### src/rtl/instr_fetch_ctrl_if.sv
// rtl/instr_fetch_ctrl_if.sv - memory, redirect and decode handshake signals of the fetch sequencer
interface instr_fetch_ctrl_if;
    logic        MemRdEn;
    logic [15:0] MemAddr;
    logic [7:0]  MemRdData;
    logic        BranchTaken;
    logic [15:0] BranchTarget;
    logic        InstrValid;
    logic        InstrReady;
    logic [15:0] Instruction;
    logic [15:0] InstrPC;
    logic        Fault;
    logic [15:0] FaultPC;

    modport master (
        output MemRdEn, MemAddr, InstrValid, Instruction, InstrPC, Fault, FaultPC,
        input  MemRdData, BranchTaken, BranchTarget, InstrReady
    );

    modport slave (
        input  MemRdEn, MemAddr, InstrValid, Instruction, InstrPC, Fault, FaultPC,
        output MemRdData, BranchTaken, BranchTarget, InstrReady
    );
endinterface

### src/rtl/instr_fetch_ctrl.sv
// rtl/instr_fetch_ctrl.sv - byte-wide instruction fetch sequencer with prefetch FIFO; ALIGN_CHECK_EN faults odd branch targets
module instr_fetch_ctrl #(
    parameter int          MEM_BYTES  = 128,
    parameter logic [15:0] RESET_PC   = 16'd0,
    parameter int          FIFO_DEPTH = 2
) (
    input  logic               Clock,
    input  logic               Reset,
    instr_fetch_ctrl_if.master bus
);
    localparam logic [2:0]  DEPTH3   = 3'(FIFO_DEPTH);
    localparam logic [1:0]  LAST_PTR = 2'(FIFO_DEPTH - 1);
    localparam logic [16:0] MEM_LIM  = 17'(MEM_BYTES);

    typedef enum logic [2:0] {S_HI, S_LO, S_CAP, S_WAIT, S_FAULT} state_t;

    state_t      state, state_n;
    logic [15:0] fetch_pc, fetch_pc_n;
    logic        req_en_n, req_lo, req_lo_n;
    logic [15:0] req_addr_n;
    logic        rsp_valid, rsp_lo;
    logic [15:0] rsp_addr;
    logic [7:0]  hi_byte;
    logic [15:0] hi_pc;
    logic [31:0] fifo_mem [0:3];
    logic [1:0]  wr_ptr, rd_ptr;
    logic [2:0]  count, resv, resv_n;
    logic        fault_n;
    logic [15:0] fault_pc_n;
    logic        instr_valid, pop, push, flush, issue, decide;
    logic [15:0] dec_pc;

    // resv counts FIFO entries plus instructions already requested, so a push always finds room
    assign instr_valid     = (count != 3'd0);
    assign pop             = instr_valid && bus.InstrReady;
    assign push            = rsp_valid && rsp_lo && !flush;
    assign bus.InstrValid  = instr_valid;
    assign bus.Instruction = instr_valid ? fifo_mem[rd_ptr][15:0]  : 16'd0;
    assign bus.InstrPC     = instr_valid ? fifo_mem[rd_ptr][31:16] : 16'd0;
    assign resv_n          = flush ? {2'b00, issue} : resv + {2'b00, issue} - {2'b00, pop};

    // next state, next request and fault update; a redirect makes the fetch decision for its target at once
    always_comb begin
        state_n    = state;
        fetch_pc_n = fetch_pc;
        req_en_n   = 1'b0;
        req_addr_n = 16'd0;
        req_lo_n   = 1'b0;
        issue      = 1'b0;
        flush      = 1'b0;
        fault_n    = bus.Fault;
        fault_pc_n = bus.FaultPC;
        decide     = 1'b0;
        dec_pc     = fetch_pc;
        case (state)
            S_HI, S_WAIT: decide = 1'b1;
            S_LO: begin
                req_en_n   = 1'b1;
                req_addr_n = fetch_pc + 16'd1;
                req_lo_n   = 1'b1;
                state_n    = S_CAP;
            end
            S_CAP: begin
                fetch_pc_n = fetch_pc + 16'd2;
                dec_pc     = fetch_pc + 16'd2;
                decide     = 1'b1;
            end
            default: ;
        endcase
        if (bus.BranchTaken) begin
            flush      = 1'b1;
            fault_n    = 1'b0;
            req_en_n   = 1'b0;
            req_addr_n = 16'd0;
            req_lo_n   = 1'b0;
            state_n    = S_HI;
            fetch_pc_n = bus.BranchTarget;
            dec_pc     = bus.BranchTarget;
            decide     = 1'b1;
`ifdef ALIGN_CHECK_EN
            if (bus.BranchTarget[0]) begin
                decide     = 1'b0;
                fault_n    = 1'b1;
                fault_pc_n = bus.BranchTarget;
                state_n    = S_FAULT;
            end
`else
`endif
        end
        if (decide) begin
            if (({1'b0, dec_pc} + 17'd1) >= MEM_LIM) begin
                fault_n    = 1'b1;
                fault_pc_n = dec_pc;
                state_n    = S_FAULT;
            end else if (flush || (resv < DEPTH3) || pop) begin
                issue      = 1'b1;
                req_en_n   = 1'b1;
                req_addr_n = dec_pc;
                state_n    = S_LO;
            end else begin
                state_n    = S_WAIT;
            end
        end
    end

    // state, registered memory request, response tracking and fault registers
    always_ff @(posedge Clock) begin
        if (Reset) begin
            state       <= S_HI;
            fetch_pc    <= RESET_PC;
            bus.MemRdEn <= 1'b0;
            bus.MemAddr <= 16'd0;
            req_lo      <= 1'b0;
            rsp_valid   <= 1'b0;
            rsp_lo      <= 1'b0;
            rsp_addr    <= 16'd0;
            resv        <= 3'd0;
            bus.Fault   <= 1'b0;
            bus.FaultPC <= 16'd0;
        end else begin
            state       <= state_n;
            fetch_pc    <= fetch_pc_n;
            bus.MemRdEn <= req_en_n;
            bus.MemAddr <= req_addr_n;
            req_lo      <= req_lo_n;
            rsp_valid   <= bus.MemRdEn && !flush;
            rsp_lo      <= req_lo;
            rsp_addr    <= bus.MemAddr;
            resv        <= resv_n;
            bus.Fault   <= fault_n;
            bus.FaultPC <= fault_pc_n;
        end
    end

    // high-byte capture and FIFO pointers; a redirect empties the FIFO after its same-cycle pop
    always_ff @(posedge Clock) begin
        if (Reset) begin
            hi_byte <= 8'd0;
            hi_pc   <= 16'd0;
            wr_ptr  <= 2'd0;
            rd_ptr  <= 2'd0;
            count   <= 3'd0;
        end else begin
            if (rsp_valid && !rsp_lo) begin
                hi_byte <= bus.MemRdData;
                hi_pc   <= rsp_addr;
            end
            if (flush) begin
                wr_ptr <= 2'd0;
                rd_ptr <= 2'd0;
                count  <= 3'd0;
            end else begin
                if (push) wr_ptr <= (wr_ptr == LAST_PTR) ? 2'd0 : wr_ptr + 2'd1;
                if (pop)  rd_ptr <= (rd_ptr == LAST_PTR) ? 2'd0 : rd_ptr + 2'd1;
                count <= count + {2'b00, push} - {2'b00, pop};
            end
        end
    end

    // FIFO storage: {PC, hi byte, lo byte}
    always_ff @(posedge Clock) begin
        if (push) fifo_mem[wr_ptr] <= {hi_pc, hi_byte, bus.MemRdData};
    end
endmodule

### src/flat_wrapper.sv
// flat-port wrapper written by rule: the top's interface ports become plain ports
module instr_fetch_ctrl_flat 
#(
    parameter int          MEM_BYTES  = 128,
    parameter logic [15:0] RESET_PC   = 16'd0,
    parameter int          FIFO_DEPTH = 2
)
  (Clock, Reset, bus_MemRdEn, bus_MemAddr, bus_InstrValid, bus_Instruction, bus_InstrPC, bus_Fault, bus_FaultPC, bus_MemRdData, bus_BranchTaken, bus_BranchTarget, bus_InstrReady);
  instr_fetch_ctrl_if bus_i ();
  input  logic Clock;
  input  logic Reset;
  output wire logic [$bits(bus_i.MemRdEn)-1:0] bus_MemRdEn;
  output wire logic [$bits(bus_i.MemAddr)-1:0] bus_MemAddr;
  output wire logic [$bits(bus_i.InstrValid)-1:0] bus_InstrValid;
  output wire logic [$bits(bus_i.Instruction)-1:0] bus_Instruction;
  output wire logic [$bits(bus_i.InstrPC)-1:0] bus_InstrPC;
  output wire logic [$bits(bus_i.Fault)-1:0] bus_Fault;
  output wire logic [$bits(bus_i.FaultPC)-1:0] bus_FaultPC;
  input wire logic [$bits(bus_i.MemRdData)-1:0] bus_MemRdData;
  input wire logic [$bits(bus_i.BranchTaken)-1:0] bus_BranchTaken;
  input wire logic [$bits(bus_i.BranchTarget)-1:0] bus_BranchTarget;
  input wire logic [$bits(bus_i.InstrReady)-1:0] bus_InstrReady;
  assign bus_MemRdEn = bus_i.MemRdEn;
  assign bus_MemAddr = bus_i.MemAddr;
  assign bus_InstrValid = bus_i.InstrValid;
  assign bus_Instruction = bus_i.Instruction;
  assign bus_InstrPC = bus_i.InstrPC;
  assign bus_Fault = bus_i.Fault;
  assign bus_FaultPC = bus_i.FaultPC;
  assign bus_i.MemRdData = bus_MemRdData;
  assign bus_i.BranchTaken = bus_BranchTaken;
  assign bus_i.BranchTarget = bus_BranchTarget;
  assign bus_i.InstrReady = bus_InstrReady;
  instr_fetch_ctrl #(.MEM_BYTES(MEM_BYTES), .RESET_PC(RESET_PC), .FIFO_DEPTH(FIFO_DEPTH)) u_core (.Clock(Clock), .Reset(Reset), .bus(bus_i));
endmodule
### config.mk
export PLATFORM = sky130hd
export DESIGN_NAME = instr_fetch_ctrl_flat
export DESIGN_NICKNAME = d
export VERILOG_FILES = /design/src/rtl/instr_fetch_ctrl_if.sv /design/src/rtl/instr_fetch_ctrl.sv /design/src/flat_wrapper.sv
export SDC_FILE = /design/constraint.sdc
export NUM_CORES = 1
export LEC_CHECK = 0
export CORE_ASPECT_RATIO = 0.8
export CORE_MARGIN = 2
export CORE_UTILIZATION = 27
export DETAILED_ROUTE_END_ITERATION = 10
export PLACE_DENSITY = 0.41
export SETUP_SLACK_MARGIN = 0.15
export SLEW_MARGIN = 15
export SYNTH_ARGS = -nofsm -noshare
export SYNTH_HDL_FRONTEND = slang
export SYNTH_SLANG_ARGS = --single-unit
### constraint.sdc
create_clock -name Clock -period 14.76 [get_ports Clock]
set_input_delay 4.428 -clock Clock [delete_from_list [all_inputs] [get_ports Clock]]
set_output_delay 4.428 -clock Clock [all_outputs]
set_load 0.05 [all_outputs]
# After elaboration in Yosys (flattened, before gate mapping)
# Memories as Yosys holds them, arrays and structs flattened. A register that Yosys moved wholly into a read port is not among the register bits.
# Index checks and enable logic that the tools add are counted.
word_totals:
  register_bits: 106
  ramBits: 128
  input_bits: 28
  output_inout_bits: 67
  wordCells: 84
  n_memories: 1
op_classes:
  addsub: 9
  order_cmp: 2
  n_eq_ne: 5
  muxes: 35
  n_reduce_logical: 15
memory_table:
  columns: ["name", "words", "width", "read_ports", "rd_ports_with_merged_regs", "wr", "line_no", "rtl"]
  rows:
  - ["u_core.fifo_mem", 4, 32, 1, 1, 1, "instr_fetch_ctrl.sv:25", "logic [31:0] fifo_mem [0:3];"]
ops:
  columns: ["operator", "count"]
  rows:
  - ["16-bit 2-to-1 mux", 9]
  - ["16-bit by 1-bit adder with 17-bit output, second input constant", 1]
  - ["17-bit by 8-bit greater-or-equal comparator with 1-bit output, second input constant", 1]
  - ["1-bit 2-to-1 mux", 17]
  - ["16-bit by 1-bit adder with 16-bit output, second input constant", 1]
  - ["16-bit by 2-bit adder with 16-bit output, second input constant", 1]
  - ["3-bit 2-to-1 mux", 4]
  - ["2-bit 2-to-1 mux", 5]
  - ["3-bit by 1-bit adder with 3-bit output", 2]
  - ["3-bit by 2-bit equality test with 1-bit output, second input constant", 2]
  - ["3-bit nonzero test", 2]
  - ["3-bit by 1-bit subtractor with 3-bit output", 2]
  - ["1-bit logical AND", 5]
  - ["2-bit by 1-bit adder with 2-bit output, second input constant", 2]
  - ["2-bit by 1-bit equality test with 1-bit output, second input constant", 2]
  - ["3-bit by 1-bit equality test with 1-bit output, second input constant", 1]
  - ["3-bit zero test", 1]
  - ["3-bit by 2-bit < comparator with 1-bit output, second input constant", 1]
  - ["3-bit OR reduction", 1]
  - ["1-bit zero test", 2]
  - ["1-bit logical OR", 2]
  - ["2-bit AND reduction", 1]
  - ["2-bit OR reduction", 1]

# Longest topological paths before layout
# Gate-level depths: netlist of the first run.
depth:
  ltp_word: 10
  mapped_depth: 14
  mapped_depth_nobuf: 13

# Worst setup path before layout of the first run
# Ideal clock, no wire load.
synth_path:
  path_type: "input -> register"
  from: "input bus_BranchTaken"
  to: "memory u_core.fifo_mem[2][0], enable pin"
  setup_ns: 0.513
  arrival_time_ns: 8.451
  required_ns: 14.247
  path_slack_ns: 5.797
  path_stages: 4
  n_path_buf: 3
  cell_sequence: "clkbuf_1 clkbuf_1 clkbuf_1 nor4b_1"
synth_via:
  elab_chain_cells: 5
synth_lines:
  columns: ["element", "line_no", "rtl"]
  rows:
  - ["from (decl)", "flat_wrapper.sv:20", "input wire logic [$bits(bus_i.BranchTaken)-1:0] bus_BranchTaken;"]
  - ["1-bit 2-to-1 mux", "instr_fetch_ctrl.sv:70", "if (bus.BranchTaken) begin"]
  - ["1-bit zero test", "instr_fetch_ctrl.sv:36", "assign push = rsp_valid && rsp_lo && !flush;"]
  - ["1-bit logical AND", "instr_fetch_ctrl.sv:36", null]
  - ["1-bit 2-to-1 mux", "instr_fetch_ctrl.sv:162", "if (push) fifo_mem[wr_ptr] <= {hi_pc, hi_byte, bus.MemRdData};"]
  - ["1-bit 2-to-1 mux (not written as such)", "instr_fetch_ctrl.sv:162", null]
  - ["to (decl)", "instr_fetch_ctrl.sv:25", null]
# Every way passes these cells.

==> flow_metrics.py, run 1 <==
metrics = {
    "setup_path": {
        "slowest_stage": "clkdlybuf4s50_1",
        "cp_slowest_stage_delay_ns": 0.74,
        "path_buf_inv": 2,
        "cp.arrival_ns": 2.93,
        "crit_type": "reg -> out",
        "critPathCaptureType": "output port",
        "crit_chain": "buf_4, mux4_2, and2_1, clkdlybuf4s50_1",
        "setup.worst_path.end": "bus_InstrPC[10]",
        "path_max_fanout": 32,
        "worstPathRequired_ns": 10.33,
        "worstRegToRegCells": 12,
        "critPathTopFamily": "buffers and inverters",
        "r2r_end": "u_core.resv[2]$_SDFF_PP0_",
        "path_depth": 4,
        "reg2reg_from": "u_core.state[2]$_SDFFE_PP0P_",
        "startpoint_type": "flop",
        "r2r_slack_ns": 10.83,
    },
    "place": {
        "io_buffers": 94,
        "place_hpwl_microns": 13690,
        "dp_slack_ns": 7.084,
        "dp_cells": 1192,
        "gp_congestion": 0.7712,
    },
    "run_status": {
        "status": "finished clean",
    },
    "synthesis": {
        "yosysTopAreaCell": "edfxtp_1",
        "netlist.area_leader.share": 0.4169,
        "yosys-top-cells-area": "edfxtp_1, dfxtp_1, mux4_2",
        "synth_ff_type": "edfxtp_1",
        "synth_edf_count": 128,
        "yosysUniqueCellTypes": 58,
        "yosysMostFrequentCell": "edfxtp_1",
        "async_reset_ff_frac": 0,
        "synthTopCellsByCount": "edfxtp_1, dfxtp_1, nand2_1",
        "yosysSeqAreaShare": 0.6515,
        "netlist_area_sq_um": 9219,
        "netlist_instances": 696,
        "avgSynthCellArea_sq_um": 13.25,
        "syn_nets": 733,
        "ys_ff_latch": 236,
        "synth_warnings": 0,
    },
    "power": {
        "pwr-share-comb": 0.044,
        "switching_share": 0.2120,
        "pwr-share-seq": 0.488,
        "p_sw_uw": 305.3,
        "p_leak_nw": 3.852,
        "intPower_mw": 1.134,
        "p_clk_frac": 0.468,
        "p_per_area_nw_per_um2": 125.1,
        "ir_worst_vdd_mv": 0.07056,
    },
    "clock_network": {
        "cts_made_buffers": 25,
        "cts.sinks": 236,
        "clk_latency_ns": 0.53,
        "clock_path_buffers": 3,
        "cts_max_level": 1,
        "cts-root-buf": "clkbuf_16",
        "cts.clk_slew.worst_paths_ns": 0.06,
        "holdBufCountCts": 0,
        "cts_tree": "yes",
        "ctsResizeCount": 0,
        "post-cts-setup-buffers": 0,
    },
    "die": {
        "start_util": 0.2741,
        "die-area_sq_um": 35650,
        "core_sq_um": 33630,
        "fp.dieH_microns": 169.3,
        "io_pins": 95,
        "num_rows": 60,
        "die_w_microns": 210.6,
    },
    "timing": {
        "slew_viol_final": 0,
        "period_share": 0.4985,
        "whs_ns": 0.4351,
        "finalCriticalPeriod_ns": 7.358,
        "setup_tns_ns": 0,
        "setup_viol": 0,
        "grt_setup_unrepaired": "false",
        "hold_viol_final": 0,
        "tightest_slew_ns": 0.8310,
        "max_freq_mhz": 135.9,
        "setup_ws_ns": 7.402,
        "skew_ns": 0.01119,
        "maxSlewHeadroom": 0.4460,
    },
    "routing": {
        "vias": 5659,
        "wire_per_inst_microns": 18.03,
        "wl_microns": 22320,
        "drc": 0,
        "drtIter0Drc": 271,
        "ant_nets": 0,
        "drtPass1Iterations": 4,
        "via_per_inst": 4.571,
    },
    "finish": {
        "layout-drive-gt1-share": 0.1281,
        "finalCoreUtilization": 0.3422,
        "final_cell_count_no_fill": 1238,
        "multiInputGateArea_sq_um": 2953,
        "regArea_sq_um": 6007,
        "final_net_count": 822,
        "area_growth_pct": 24.82,
        "fillCellCount": 3299,
        "antenna_cells": 0,
    },
    "global_routing": {
        "grt_antenna_before_repair": 0,
        "grt_pass1_wl_microns": 34870,
        "grt_pass1_vias": 5936,
        "grtUsageTotal": 0.1267,
        "grt_max_degree": 65,
        "grt-ovfl-total": 0,
    },
    "worst_hold_path": {
        "min_path_type": "reg -> reg",
    },
    "run": {
        "max_cap_viol_count": 0,
    },
}
==> power groups by stage <==
stage	logic (mW)	registers, mW	clock network [mW]
6_report	0.0636	0.703	0.673
5_1_grt	0.0685	0.704	0.724
4_1_cts	0.0644	0.703	0.695
3_5_place_dp	0.0640	0.717	0
3_3_place_gp	0.0637	0.717	0
2_1_floorplan	0.0298	0.726	0
==> routing by layer <==
metal	vias up	track usage	wire length (microns)
met5	-	0	0
met4	0	0.02725	390
met3	28	0.02535	968
met2	123	0.2108	10380
met1	2829	0.1714	10580
li1	2679	-	-
==> state kept, by name (all words and copies together), names as in the netlist, named ones only <==
| signal | flops |
|---|---|
| u_core.rsp_addr | 16 |
| u_core.bus.MemAddr | 16 |
| u_core.fetch_pc | 16 |
| u_core.count | 3 |
| u_core.bus.MemRdEn | 1 |
| u_core.state | 3 |
| u_core.rsp_valid | 1 |
| u_core.req_lo | 1 |
| u_core.fifo_mem | 128 |
| u_core.hi_byte | 8 |
| u_core.resv | 3 |
| u_core.rd_ptr | 2 |
| u_core.bus.Fault | 1 |
| u_core.wr_ptr | 2 |
| u_core.rsp_lo | 1 |
| u_core.hi_pc | 16 |
| u_core.bus.FaultPC | 16 |
==> how the worst min path moves through the flow <==
| stage | start | end | cells after the start | slack, ns |
|---|---|---|---|---|
| 2_1_floorplan | u_core.rd_ptr[1]$_SDFFE_PP0P_ | flop | 2 | 0.41 |
| 3_3_place_gp | u_core.rd_ptr[1]$_SDFFE_PP0P_ | flop | 2 | 0.42 |
| 3_5_place_dp | u_core.rd_ptr[1]$_SDFFE_PP0P_ | flop | 2 | 0.43 |
| 4_1_cts | u_core.rsp_addr[14]$_SDFF_PP0_ | u_core.hi_pc[14]$_SDFFE_PP0P_ | 2 | 0.43 |
| 5_1_grt | u_core.rd_ptr[1]$_SDFFE_PP0P_ | u_core.rd_ptr[1]$_SDFFE_PP0P_ | 2 | 0.45 |
| 6_report | u_core.rsp_addr[14]$_SDFF_PP0_ | u_core.hi_pc[14]$_SDFFE_PP0P_ | 2 | 0.44 |
==> area by class of cell <==
type / count / share of cell area
sequential: 236 / 0.5220
multi-input combinational: 394 / 0.2566
timing repair buffer: 105 / 0.08851
clock buffer: 32 / 0.05926
tap: 434 / 0.04719
clock inverter: 14 / 0.01892
inverter: 23 / 0.007502
==> stage by stage <==
| step | cell area, sq um | total power, mW |
|---|---|---|
| finish | 11510 | 1.440 |
| floorplan | 9219 | 0.7555 |
| global route | 11510 | 1.496 |
| detailed placement | 10610 | 0.7807 |
| global placement | 10610 | 0.7802 |
| CTS | 11510 | 1.462 |
==> worst min-delay path, cell delays in order, from the launching register on <==
cell and delay [ns]:
dfxtp_1 0.30, nand2_1 0.05, a21oi_1 0.05
==> cell usage in the layout (no fill, tap or decap), types with 8 or more instances in the layout <==
cell	synthesis	routed
a21oi_1	33	33
and2_1	36	36
buf_4	0	11
clkbuf_16	0	25
clkdlybuf4s50_1	0	93
dfxtp_1	108	107
edfxtp_1	128	128
inv_1	22	22
mux2i_1	11	11
mux4_2	32	32
nand2_1	87	87
nand3_1	8	8
nor2_1	39	38
nor2b_1	24	23
xnor2_1	15	15
xor2_1	9	9
==> logic make-up after synthesis <==
| group | count (synthesis) | synth area share |
|---|---|---|
| AOI/OAI and AO/OA | 74 | 0.05157 |
| xor gates and xnor gates | 24 | 0.02280 |
| adders and majority gates | 9 | 0.01384 |
| buffers and inverters | 66 | 0.03067 |
| DFF | 236 | 0.6515 |
| muxes | 48 | 0.09623 |
| and+or+nand+nor | 239 | 0.1334 |
Note: power is estimated with default switching activity, not from simulation.
==> run 2: changes to the inputs <==
- PLACE_DENSITY: 0.41 -> 0.42
- clock period: 14.76 -> 6.6 ns (I/O delays scaled with it)
==> flow_metrics.py, run 2 (same netlist as run 1, synthesis figures left out) <==
metrics = {
    "finish": {
        "final_net_count": 821,
        "area_growth_pct": 23.62,
        "final_common_cell": "edfxtp_1",
        "layout-drive-gt1-share": 0.1284,
        "regMostFlops": "u_core.fifo_mem",
        "antenna_cells": 0,
        "final_cell_mix": "edfxtp_1, dfxtp_1, clkdlybuf4s50_1",
        "largest_register_ffs": 128,
    },
    "timing": {
        "maxSlewHeadroom": 0.3438,
        "skew_ns": 0.02071,
        "tightest_slew_ns": 0.9842,
        "hold_viol_final": 0,
        "setup_viol": 0,
        "slew_viol_final": 0,
        "whs_ns": 0.4271,
        "setup_tns_ns": 0,
        "grt_setup_unrepaired": "false",
        "max_freq_mhz": 192.1,
        "finalCriticalPeriod_ns": 5.204,
        "period_share": 0.7886,
    },
    "die": {
        "core_sq_um": 33630,
        "start_util": 0.2741,
        "die_w_microns": 210.6,
        "fp.dieH_microns": 169.3,
        "num_rows": 60,
        "die-area_sq_um": 35650,
        "io_pins": 95,
    },
    "setup_path": {
        "worstPathRequired_ns": 4.62,
        "cp.arrival_ns": 3.22,
        "critPathCaptureType": "output port",
        "worstRegToRegCells": 12,
        "crit_type": "reg -> out",
        "startpoint_type": "flop",
        "path_max_fanout": 20,
    },
    "clock_network": {
        "holdBufCountCts": 0,
        "clk_latency_ns": 0.52,
        "post-cts-setup-buffers": 0,
        "cts_tree": "yes",
        "clock_path_buffers": 3,
        "cts_made_buffers": 24,
        "cts-root-buf": "clkbuf_16",
        "cts.sinks": 236,
        "cts.clk_slew.worst_paths_ns": 0.06,
        "cts_max_level": 1,
        "ctsResizeCount": 0,
    },
    "worst_hold_path": {
        "min_path_type": "reg -> reg",
        "hold_depth": 2,
    },
    "routing": {
        "wl_microns": 21770,
        "via_per_inst": 4.530,
        "ant_nets": 0,
        "wire_per_inst_microns": 17.61,
        "drc": 0,
        "vias": 5599,
        "drtPass1Iterations": 4,
        "drtIter0Drc": 250,
    },
    "power": {
        "ir_worst_vdd_mv": 0.1749,
        "p_leak_nw": 3.811,
        "p_per_area_nw_per_um2": 266.3,
    },
    "run_status": {
        "status": "finished clean",
    },
    "global_routing": {
        "grtUsageTotal": 0.1237,
        "grt_pass1_wl_microns": 34270,
        "grt-ovfl-total": 0,
        "grt_antenna_before_repair": 0,
        "grt_max_degree": 64,
        "grt_pass1_vias": 5947,
    },
    "run": {
        "max_cap_viol_count": 0,
    },
    "place": {
        "place_hpwl_microns": 14090,
        "io_buffers": 94,
        "gp_congestion": 0.7602,
    },
}
-- run 2: power by group --
group          leakage [nW]  switching [mW]  total (mW)  internal, mW
Clock                 0.386           0.561        1.32         0.759
Combinational          1.37          0.0881       0.143        0.0548
Sequential             2.06          0.0197        1.57          1.55
-- run 2: final cells by class --
type | count | area, sq um
clock buffer | 31 | 668.1
clock inverter | 13 | 110.1
fill | 3317 | 22240
inverter | 23 | 86.33
multi-input combinational | 394 | 2962
sequential | 236 | 6008
tap | 434 | 543.0
timing repair buffer | 105 | 1018
-- run 2: critical path, cell delays in order (launching register included) --
cell and delay, ns:
dfxtp_2 0.83, buf_4 0.42, mux4_2 0.57, and2_1 0.19
clkdlybuf4s50_1 0.70
-- run 2: through the flow --
step | power, mW | utilization | std cells | setup slack (ns) | cell area, sq um
floorplan | 1.690 | - | 696 | 0.3615 | 9225
global placement | 1.746 | 0.3157 | 1192 | 1.123 | 10620
detailed placement | 1.746 | 0.3157 | 1192 | 0.9906 | 10620
CTS | 3.088 | 0.3388 | 1236 | 1.228 | 11400
global route | 3.153 | 0.3388 | 1236 | 1.142 | 11400
finish | 3.035 | 0.3388 | 1236 | 1.396 | 11400
-- run 2: final timing paths --
check | from | end | slack, ns
worst max-delay path | flop | bus_Instruction[9] | 1.40
worst min-delay path | u_core.rd_ptr[1]$_SDFFE_PP0P_ | flop | 0.43
worst max register to register | u_core.state[0]$_SDFFE_PP0P_ | u_core.resv[2]$_SDFF_PP0_ | 2.67
worst min register to register | u_core.rd_ptr[1]$_SDFFE_PP0P_ | flop | 0.43
-- run 2: routing by layer --
metal | track usage | vias up | part of all wire
li1 | - | 2674 | -
met1 | 0.1702 | 2765 | 0.47
met2 | 0.2019 | 130 | 0.46
met3 | 0.02535 | 30 | 0.053
met4 | 0.02664 | 0 | 0.020
met5 | 0 | - | 0
